`src/rtl/key_encoder.sv`:
```
// key_encoder: turns local key presses into ASCII bytes for the UART TX.
// Each key gets edge detection and a per-key cooldown. Accepted edges set a pending
// bit, and a fixed-priority arbiter moves pending keys into a first-word-fall-through
// byte FIFO.
// Optional feature: define KEY_ENCODER_CRLF_EN so that ENTER emits CR then LF atomically.
module key_encoder #(
  parameter int unsigned FIFO_DEPTH      = 4,
  parameter int unsigned COOLDOWN_CYCLES = 500000
) (
  input  logic       clk,
  input  logic       reset,
  input  logic       up_key,
  input  logic       down_key,
  input  logic       left_key,
  input  logic       right_key,
  input  logic       space_key,
  input  logic       enter_key,
  output logic [7:0] tx_data,
  output logic       tx_valid,
  input  logic       tx_ready,
  output logic       drop,
  output logic       busy
);

  localparam int          NumKeys = 6;
  localparam int unsigned AddrW   = $clog2(FIFO_DEPTH);
  localparam int unsigned PtrW    = AddrW + 1;
  localparam int unsigned CntW    = (COOLDOWN_CYCLES > 0) ? $clog2(COOLDOWN_CYCLES + 1) : 1;

  // Key vector index doubles as priority rank: 0 (ENTER) is highest.
  localparam logic [2:0] KeyEnter = 3'd0;

  logic [NumKeys-1:0] key_vec, key_q, key_edge, cool_zero, accept;
  logic [NumKeys-1:0] pending_q, pending_d, grant;
  logic [CntW-1:0]    cool_q [NumKeys];
  logic [7:0]         mem_q [FIFO_DEPTH];
  logic [PtrW-1:0]    wptr_q, wptr_d, rptr_q;
  logic [AddrW-1:0]   widx, widx_next;
  logic               empty, full, pop, push, push_two, room1, drop_q, drop_d;
  logic               sel_found;
  logic [2:0]         sel_idx;
  logic [7:0]         push_byte;

  assign key_vec = {right_key, left_key, down_key, up_key, space_key, enter_key};

  // FIFO status and output view
  assign empty     = (wptr_q == rptr_q);
  assign full      = (wptr_q[PtrW-1] != rptr_q[PtrW-1]) &&
                     (wptr_q[AddrW-1:0] == rptr_q[AddrW-1:0]);
  assign tx_valid  = !empty;
  assign tx_data   = mem_q[rptr_q[AddrW-1:0]];
  assign pop       = tx_valid & tx_ready;
  assign room1     = !full || pop;
  assign widx      = wptr_q[AddrW-1:0];
  assign widx_next = widx + AddrW'(1);
  assign busy      = (|pending_q) | !empty;
  assign drop      = drop_q;

`ifdef KEY_ENCODER_CRLF_EN
  logic [PtrW-1:0] count;
  logic [PtrW:0]   avail;
  assign count = wptr_q - rptr_q;
  // Free slots, counting a slot that a same-cycle pop releases
  assign avail = (PtrW + 1)'(FIFO_DEPTH) - {1'b0, count} + {{PtrW{1'b0}}, pop};
`endif

  // Edge detection, cooldown gating and pending-bit bookkeeping
  always_comb begin
    key_edge = key_vec & ~key_q;
    for (int i = 0; i < NumKeys; i++) begin
      cool_zero[i] = (cool_q[i] == '0);
    end
    accept    = key_edge & cool_zero;
    // A key being pushed this cycle frees its pending bit, so a re-edge is kept
    pending_d = (pending_q & ~grant) | accept;
    drop_d    = |(accept & pending_q & ~grant);
  end

  // Fixed-priority arbiter: at most one key per cycle into the FIFO
  always_comb begin
    sel_found = 1'b0;
    sel_idx   = 3'd0;
    for (int i = NumKeys - 1; i >= 0; i--) begin
      if (pending_q[i]) begin
        sel_found = 1'b1;
        sel_idx   = 3'(i);
      end
    end
    grant    = '0;
    push     = 1'b0;
    push_two = 1'b0;
`ifdef KEY_ENCODER_CRLF_EN
    if (sel_found) begin
      if (sel_idx == KeyEnter) begin
        // ENTER waits for two free slots; lower keys are held back to keep ordering
        if (avail >= (PtrW + 1)'(2)) begin
          grant[sel_idx] = 1'b1;
          push           = 1'b1;
          push_two       = 1'b1;
        end
      end else if (room1) begin
        grant[sel_idx] = 1'b1;
        push           = 1'b1;
      end
    end
`else
    if (sel_found && room1) begin
      grant[sel_idx] = 1'b1;
      push           = 1'b1;
    end
`endif
    wptr_d = wptr_q + PtrW'(push) + PtrW'(push_two);
  end

  // Byte code for the granted key
  always_comb begin
    case (sel_idx)
      3'd0:    push_byte = 8'h0D;
      3'd1:    push_byte = 8'h20;
      3'd2:    push_byte = 8'h77;
      3'd3:    push_byte = 8'h73;
      3'd4:    push_byte = 8'h61;
      3'd5:    push_byte = 8'h64;
      default: push_byte = 8'h00;
    endcase
  end

  // Key sampling, pending bits and drop pulse
  always_ff @(posedge clk) begin
    if (reset) begin
      key_q     <= '1;  // keys held through reset raise no event
      pending_q <= '0;
      drop_q    <= 1'b0;
    end else begin
      key_q     <= key_vec;
      pending_q <= pending_d;
      drop_q    <= drop_d;
    end
  end

  // Per-key cooldown counters, saturating at zero
  always_ff @(posedge clk) begin
    for (int i = 0; i < NumKeys; i++) begin
      if (reset) begin
        cool_q[i] <= '0;
      end else if (accept[i]) begin
        cool_q[i] <= CntW'(COOLDOWN_CYCLES);
      end else if (!cool_zero[i]) begin
        cool_q[i] <= cool_q[i] - CntW'(1);
      end
    end
  end

  // FIFO storage and pointers
  always_ff @(posedge clk) begin
    if (reset) begin
      wptr_q <= '0;
      rptr_q <= '0;
      for (int i = 0; i < int'(FIFO_DEPTH); i++) begin
        mem_q[i] <= 8'h00;
      end
    end else begin
      if (push) begin
        mem_q[widx] <= push_byte;
      end
      if (push_two) begin
        mem_q[widx_next] <= 8'h0A;
      end
      wptr_q <= wptr_d;
      if (pop) begin
        rptr_q <= rptr_q + PtrW'(1);
      end
    end
  end

endmodule

```
`config.mk`:
```
export PLATFORM = sky130hd
export DESIGN_NAME = key_encoder
export DESIGN_NICKNAME = d
export VERILOG_FILES = /design/src/rtl/key_encoder.sv
export SDC_FILE = /design/constraint.sdc
export NUM_CORES = 1
export LEC_CHECK = 0
export ABC_AREA = 1
export CORE_UTILIZATION = 55
export CTS_CLUSTER_DIAMETER = 150
export DETAILED_ROUTE_END_ITERATION = 7
export PLACE_DENSITY = 0.72
export SLEW_MARGIN = 30
export SYNTH_ARGS = -nofsm -noshare
export SYNTH_HDL_FRONTEND = slang
export SYNTH_SLANG_ARGS = --single-unit
```
`constraint.sdc`:
```
create_clock -name clk -period 2.7 [get_ports clk]
set_input_delay 0.54 -clock clk [delete_from_list [all_inputs] [get_ports clk]]
set_output_delay 0.54 -clock clk [all_outputs]
set_load 0.005 [all_outputs]
```
# Word-level counts from Yosys, hierarchy flattened

Memory sizes are Yosys's and may differ from the RTL's. A register that Yosys moved wholly into a read port is not among the register bits.
Index checks and enable logic that the tools add are counted.

Bits in registers: 19
RAM bits: 142
Memories kept: 2

Memory list:

| name   | depth | bits a word | read ports | clocked after memory_dff | wr ports | RTL line | RTL |
|---|---|---|---|---|---|---|---|
| cool_q | 6     | 19          | 6          | 0                        | 6        | 35       | `logic [CntW-1:0] cool_q [NumKeys];` |
| mem_q  | 4     | 7           | 1          | 1                        | 4        | 36       | `logic [7:0] mem_q [FIFO_DEPTH];` |

$add $sub $neg: 8
Magnitude comparators: 2
Equal/unequal tests: 8
Muxes and demuxes: 81
Bitwise logic cells: 22
Reductions and logical operators: 16

Operators with widths:

| cell                                                                                 | number |
|---|---|
| 19-bit two-way mux                                                                   | 12 |
| 19-bit zero test                                                                     | 6 |
| 19-bit by 1-bit subtractor with 19-bit output (second input constant)                | 6 |
| 1-bit two-way mux                                                                    | 56 |
| 7-bit case mux with 6 select lines                                                   | 1 |
| 6-bit AND                                                                            | 5 |
| 3-bit two-way mux                                                                    | 6 |
| 1-bit OR                                                                             | 13 |
| 6-bit inverter                                                                       | 2 |
| 6-bit OR reduction                                                                   | 2 |
| 7-bit two-way mux                                                                    | 1 |
| 7-bit OR reduction                                                                   | 1 |
| 3-bit by 2-bit == test with 1-bit output (second input constant)                     | 2 |
| 3-bit == test (second input constant)                                                | 2 |
| 2-bit two-way mux                                                                    | 3 |
| 6-bit two-way mux                                                                    | 1 |
| 6-bit OR                                                                             | 1 |
| 3-bit by 4-bit less-than comparator with 1-bit output (second input constant)        | 1 |
| 3-bit by 1-bit adder with 3-bit output                                               | 1 |
| 3-bit by 1-bit adder with 3-bit output (second input constant)                       | 1 |
| 1-bit demux with 3-bit select                                                        | 1 |
| 3-bit by 1-bit == test with 1-bit output (second input constant)                     | 1 |
| 3-bit == test                                                                        | 1 |
| 3-bit by 1-bit greater-or-equal comparator with 1-bit output (second input constant) | 1 |
| 7 further kinds                                                                      | 10 |

# Logic depth before layout (Yosys ltp)

Word-level depth: 14
Mapped depth: 12
Gate-level depth less buffers: 12

# Least setup slack after synthesis

OpenSTA, ideal clock, no wires.

Kind: in2reg
Start point: input port up_key
End point: memory cool_q[2][0] (netlist name) (enable)
Library setup time: 0.421 ns
Arrival time: 1.981 ns
Setup slack: 0.298 ns
Stages: 2
Path buffers: 0
Cell sequence: inv_1 o21ai_0

RTL lines:

| item               | RTL line | RTL |
|---|---|---|
| start: declaration | 12       | `input logic up_key,` |
| end: declaration   | 35       |  |

# Worst setup path after layout

Start point: register wptr_q[1]
End point: output port busy

Longest elaborated chain between the ends: 3

RTL lines:

| item                     | RTL line | RTL |
|---|---|---|
| start: declaration       | 37       | `logic [PtrW-1:0] wptr_q, wptr_d, rptr_q;` |
| start signal: assignment | 169      | `wptr_q <= wptr_d;` |
| 3-bit == test            | 47       | `assign empty = (wptr_q == rptr_q);` |
| 1-bit zero test          | 56       | `assign busy = (\|pending_q) \| !empty;` |
| 1-bit OR                 | 56       |  |
| end: declaration         | 22       | `output logic busy` |

Every way passes these cells.

==> impl_metrics.toml <==
[power]
leakage_uw = 0.00431
worst_ir_drop_vdd_mv = 0.574
power_density_nw_per_um2 = 1180

[cells_and_area]
nets = 1098
fillers = 1305
drive_above_1_share_pct = 10.1
antenna_cells = 0
final_cells = 1299
layout-area-overhead-vs-synth_pct = 13.5

[clock_network]
cts-root-buf = "clkbuf_16"
cts.clk_slew.worst_paths_ns = 0.06
postCtsHoldBufs = 0
cts_made_buffers = 17
cts_resized = 0
cts_htree_levels = 4
clock-sinks = 159
post-cts-setup-buffers = 0
cts_tree = "done"
clock_path_buffers = 2
clock_latency_ns = 0.43

[grt]
first_global_vias = 6341
grt_overflow_total = 0
grt_pass1_wl_um = 29000
grt_max_degree = 20
antenna_found_initial = 0
grt_use_total_pct = 22.2

[detailed_routing]
dr_total_vias = 6662
drc_errors = 0
dr.pass1.iters = 5
wl_per_cell_um = 12.7
via_per_inst = 5.13
wl_um = 16500
ant_nets = 0
drt-initial-drc-count = 462

[worst_setup_path]
start_kind = "register"
critPathRequiredTime_ns = 2.16
critPathArrivalTime_ns = 1.98
r2r-end = "cool_q[5][17]"
endpoint_kind = "output port"
crit_type = "register to output port"
r2r-start = "cool_q[5][0]"
path_max_fanout = 5
reg2reg_depth = 11
rrSetupSlack_ns = 0.59

[synthesis]
synth_edf_count = 138
yosys.area.top_type = "edfxtp_1"
synth_top_area_share_pct = 47.2
syn-instance-count = 1037
ys_async_sr_fraction_pct = 0
yosysWarnings = 0
syn-num-nets = 1060
yosysSeqAreaShare_pct = 52.0
ys_ff_latch = 159
synthTopCellsByArea = "edfxtp_1 47%, nor2_1 8.6%, nand2_1 8.3%"
synth_flop_cell = "edfxtp_1"
ys_types = 38
netlist_area_um2 = 8780
avgSynthCellArea_um2 = 8.47
synth_commonest_cells = "202 x nor2_1, 194 x nand2_1, 138 x edfxtp_1"
synth_most_common_cell = "nor2_1"

[die]
core_area_um2 = 15400
ios = 20
initial_core_util_pct = 57.1
rows = 45
dieArea_um2 = 16500
fp.dieW_um = 128
die_h_um = 128

[timing]
hold_viol = 0
post-route-min-period_ns = 2.52
fmax_ghz = 0.397
fin_hold_ws_ns = 0.522
slew_headroom_pct = 66.8
period_share_pct = 93.3
layout_setup_ws_ns = 0.181
rsz0062_at_grt = "no"
fin_skew_ns = 0.00520
tns_ns = 0
worst_slew_pin_slew_ns = 0.495
setup_viol_count_final = 0
slew_violations = 0

[placement]
gp_congestion = 0.849
dp.final_hpwl_um = 11800
place_ws_ns = 0.332
io_buffers = 18
dpl.cell_count = 1267

[min_path]
hold_start = "pending_q[2]"
hp-class = "register to register"
hold-path-cell-count = 2
hold_end = "pending_q[2]"

[outcome]
status = "finished, final reports clean"

[flow_run]
drv_cap = 0
==> flip-flops by register name, summed over array words and instances, names as in the netlist, named ones only <==
register   cells
cool_q       114
mem_q         24
key_q          6
pending_q      6
rptr_q         3
wptr_q         3
drop           1
==> power by group <==
part           switching (uW)  total [uW]  leakage (uW)  internal (uW)
sequential                642        4350       0.00177           3710
clock                     994        2850      0.000334           1860
combinational            2830        4570       0.00220           1740
total                    4460       11800       0.00431           7310
==> critical path: stages (launching register included) <==
cell,delay (ns)
dfxtp_2,0.36
inv_1,0.07
nand2_1,0.06
nand2_1,0.06
nor2_2,0.15
nand2_1,0.11
or2_2,0.29
clkdlybuf4s50_1,0.45
==> layer usage <==
| metal | global-route usage, % | vias to the layer above | routed length, um |
|---|---|---|---|
| met3 | 4.12 | 18 | 607 |
| li1 | - | 3477 | - |
| met2 | 35.8 | 123 | 7620 |
| met1 | 29.8 | 3044 | 7950 |
| met5 | 0 | - | 0 |
| met4 | 8.51 | 0 | 285 |
==> through the flow <==
stage               utilization [%]  total power (uW)  cell area, um^2
floorplan                         -              7830             8780
global route                   64.8             12800             9970
CTS                            64.8             11800             9960
finish                         64.8             11800             9970
detailed placement             60.2              8940             9260
global placement               60.2              8850             9260
==> layout make-up <==
class                      count  area (um^2)  share of cell area [%]
sequential                   159         4570                    45.8
clock buffer                  19          443                    4.44
tap                          211          264                    2.65
multi-input combinational    727         3620                    36.4
timing repair buffer          33          293                    2.94
clock inverter                13          260                    2.61
inverter                     137          514                    5.16
==> cell families after synthesis <==
family,synth area share [%]
and+or+nand+nor,27.4
DFF,52.0
buffers and inverters,6.76
AOI/OAI and AO/OA,8.10
xor gates and xnor gates,3.69
adders and majority gates,2.00
other,0.0427
==> placed cells by master (no fill, tap or decap), types with 15 or more instances in the layout <==
cell type / count
nor2_2: 15
nand3_1: 53
nand2_1: 194
nor2_1: 201
clkbuf_16: 17
clkdlybuf4s50_1: 18
buf_4: 15
o21ai_0: 55
dfxtp_1: 18
xor2_1: 28
inv_1: 134
edfxtp_1: 138
a21oi_1: 58
==> how the worst max path moves through the flow <==
stage	end	cells past startpoint	slack [ns]	from
4_1_cts	tx_data[0]	4	0.03	register
3_3_place_gp	cool_q[4][17]	7	0.39	reset
5_1_grt	busy	7	0.002	wptr_q[0]
2_1_floorplan	cool_q[2][0]	2	0.30	up_key
6_report	busy	7	0.18	wptr_q[1]
3_5_place_dp	cool_q[0][12]	8	0.33	reset
Note: power is estimated with default switching activity, not from simulation.
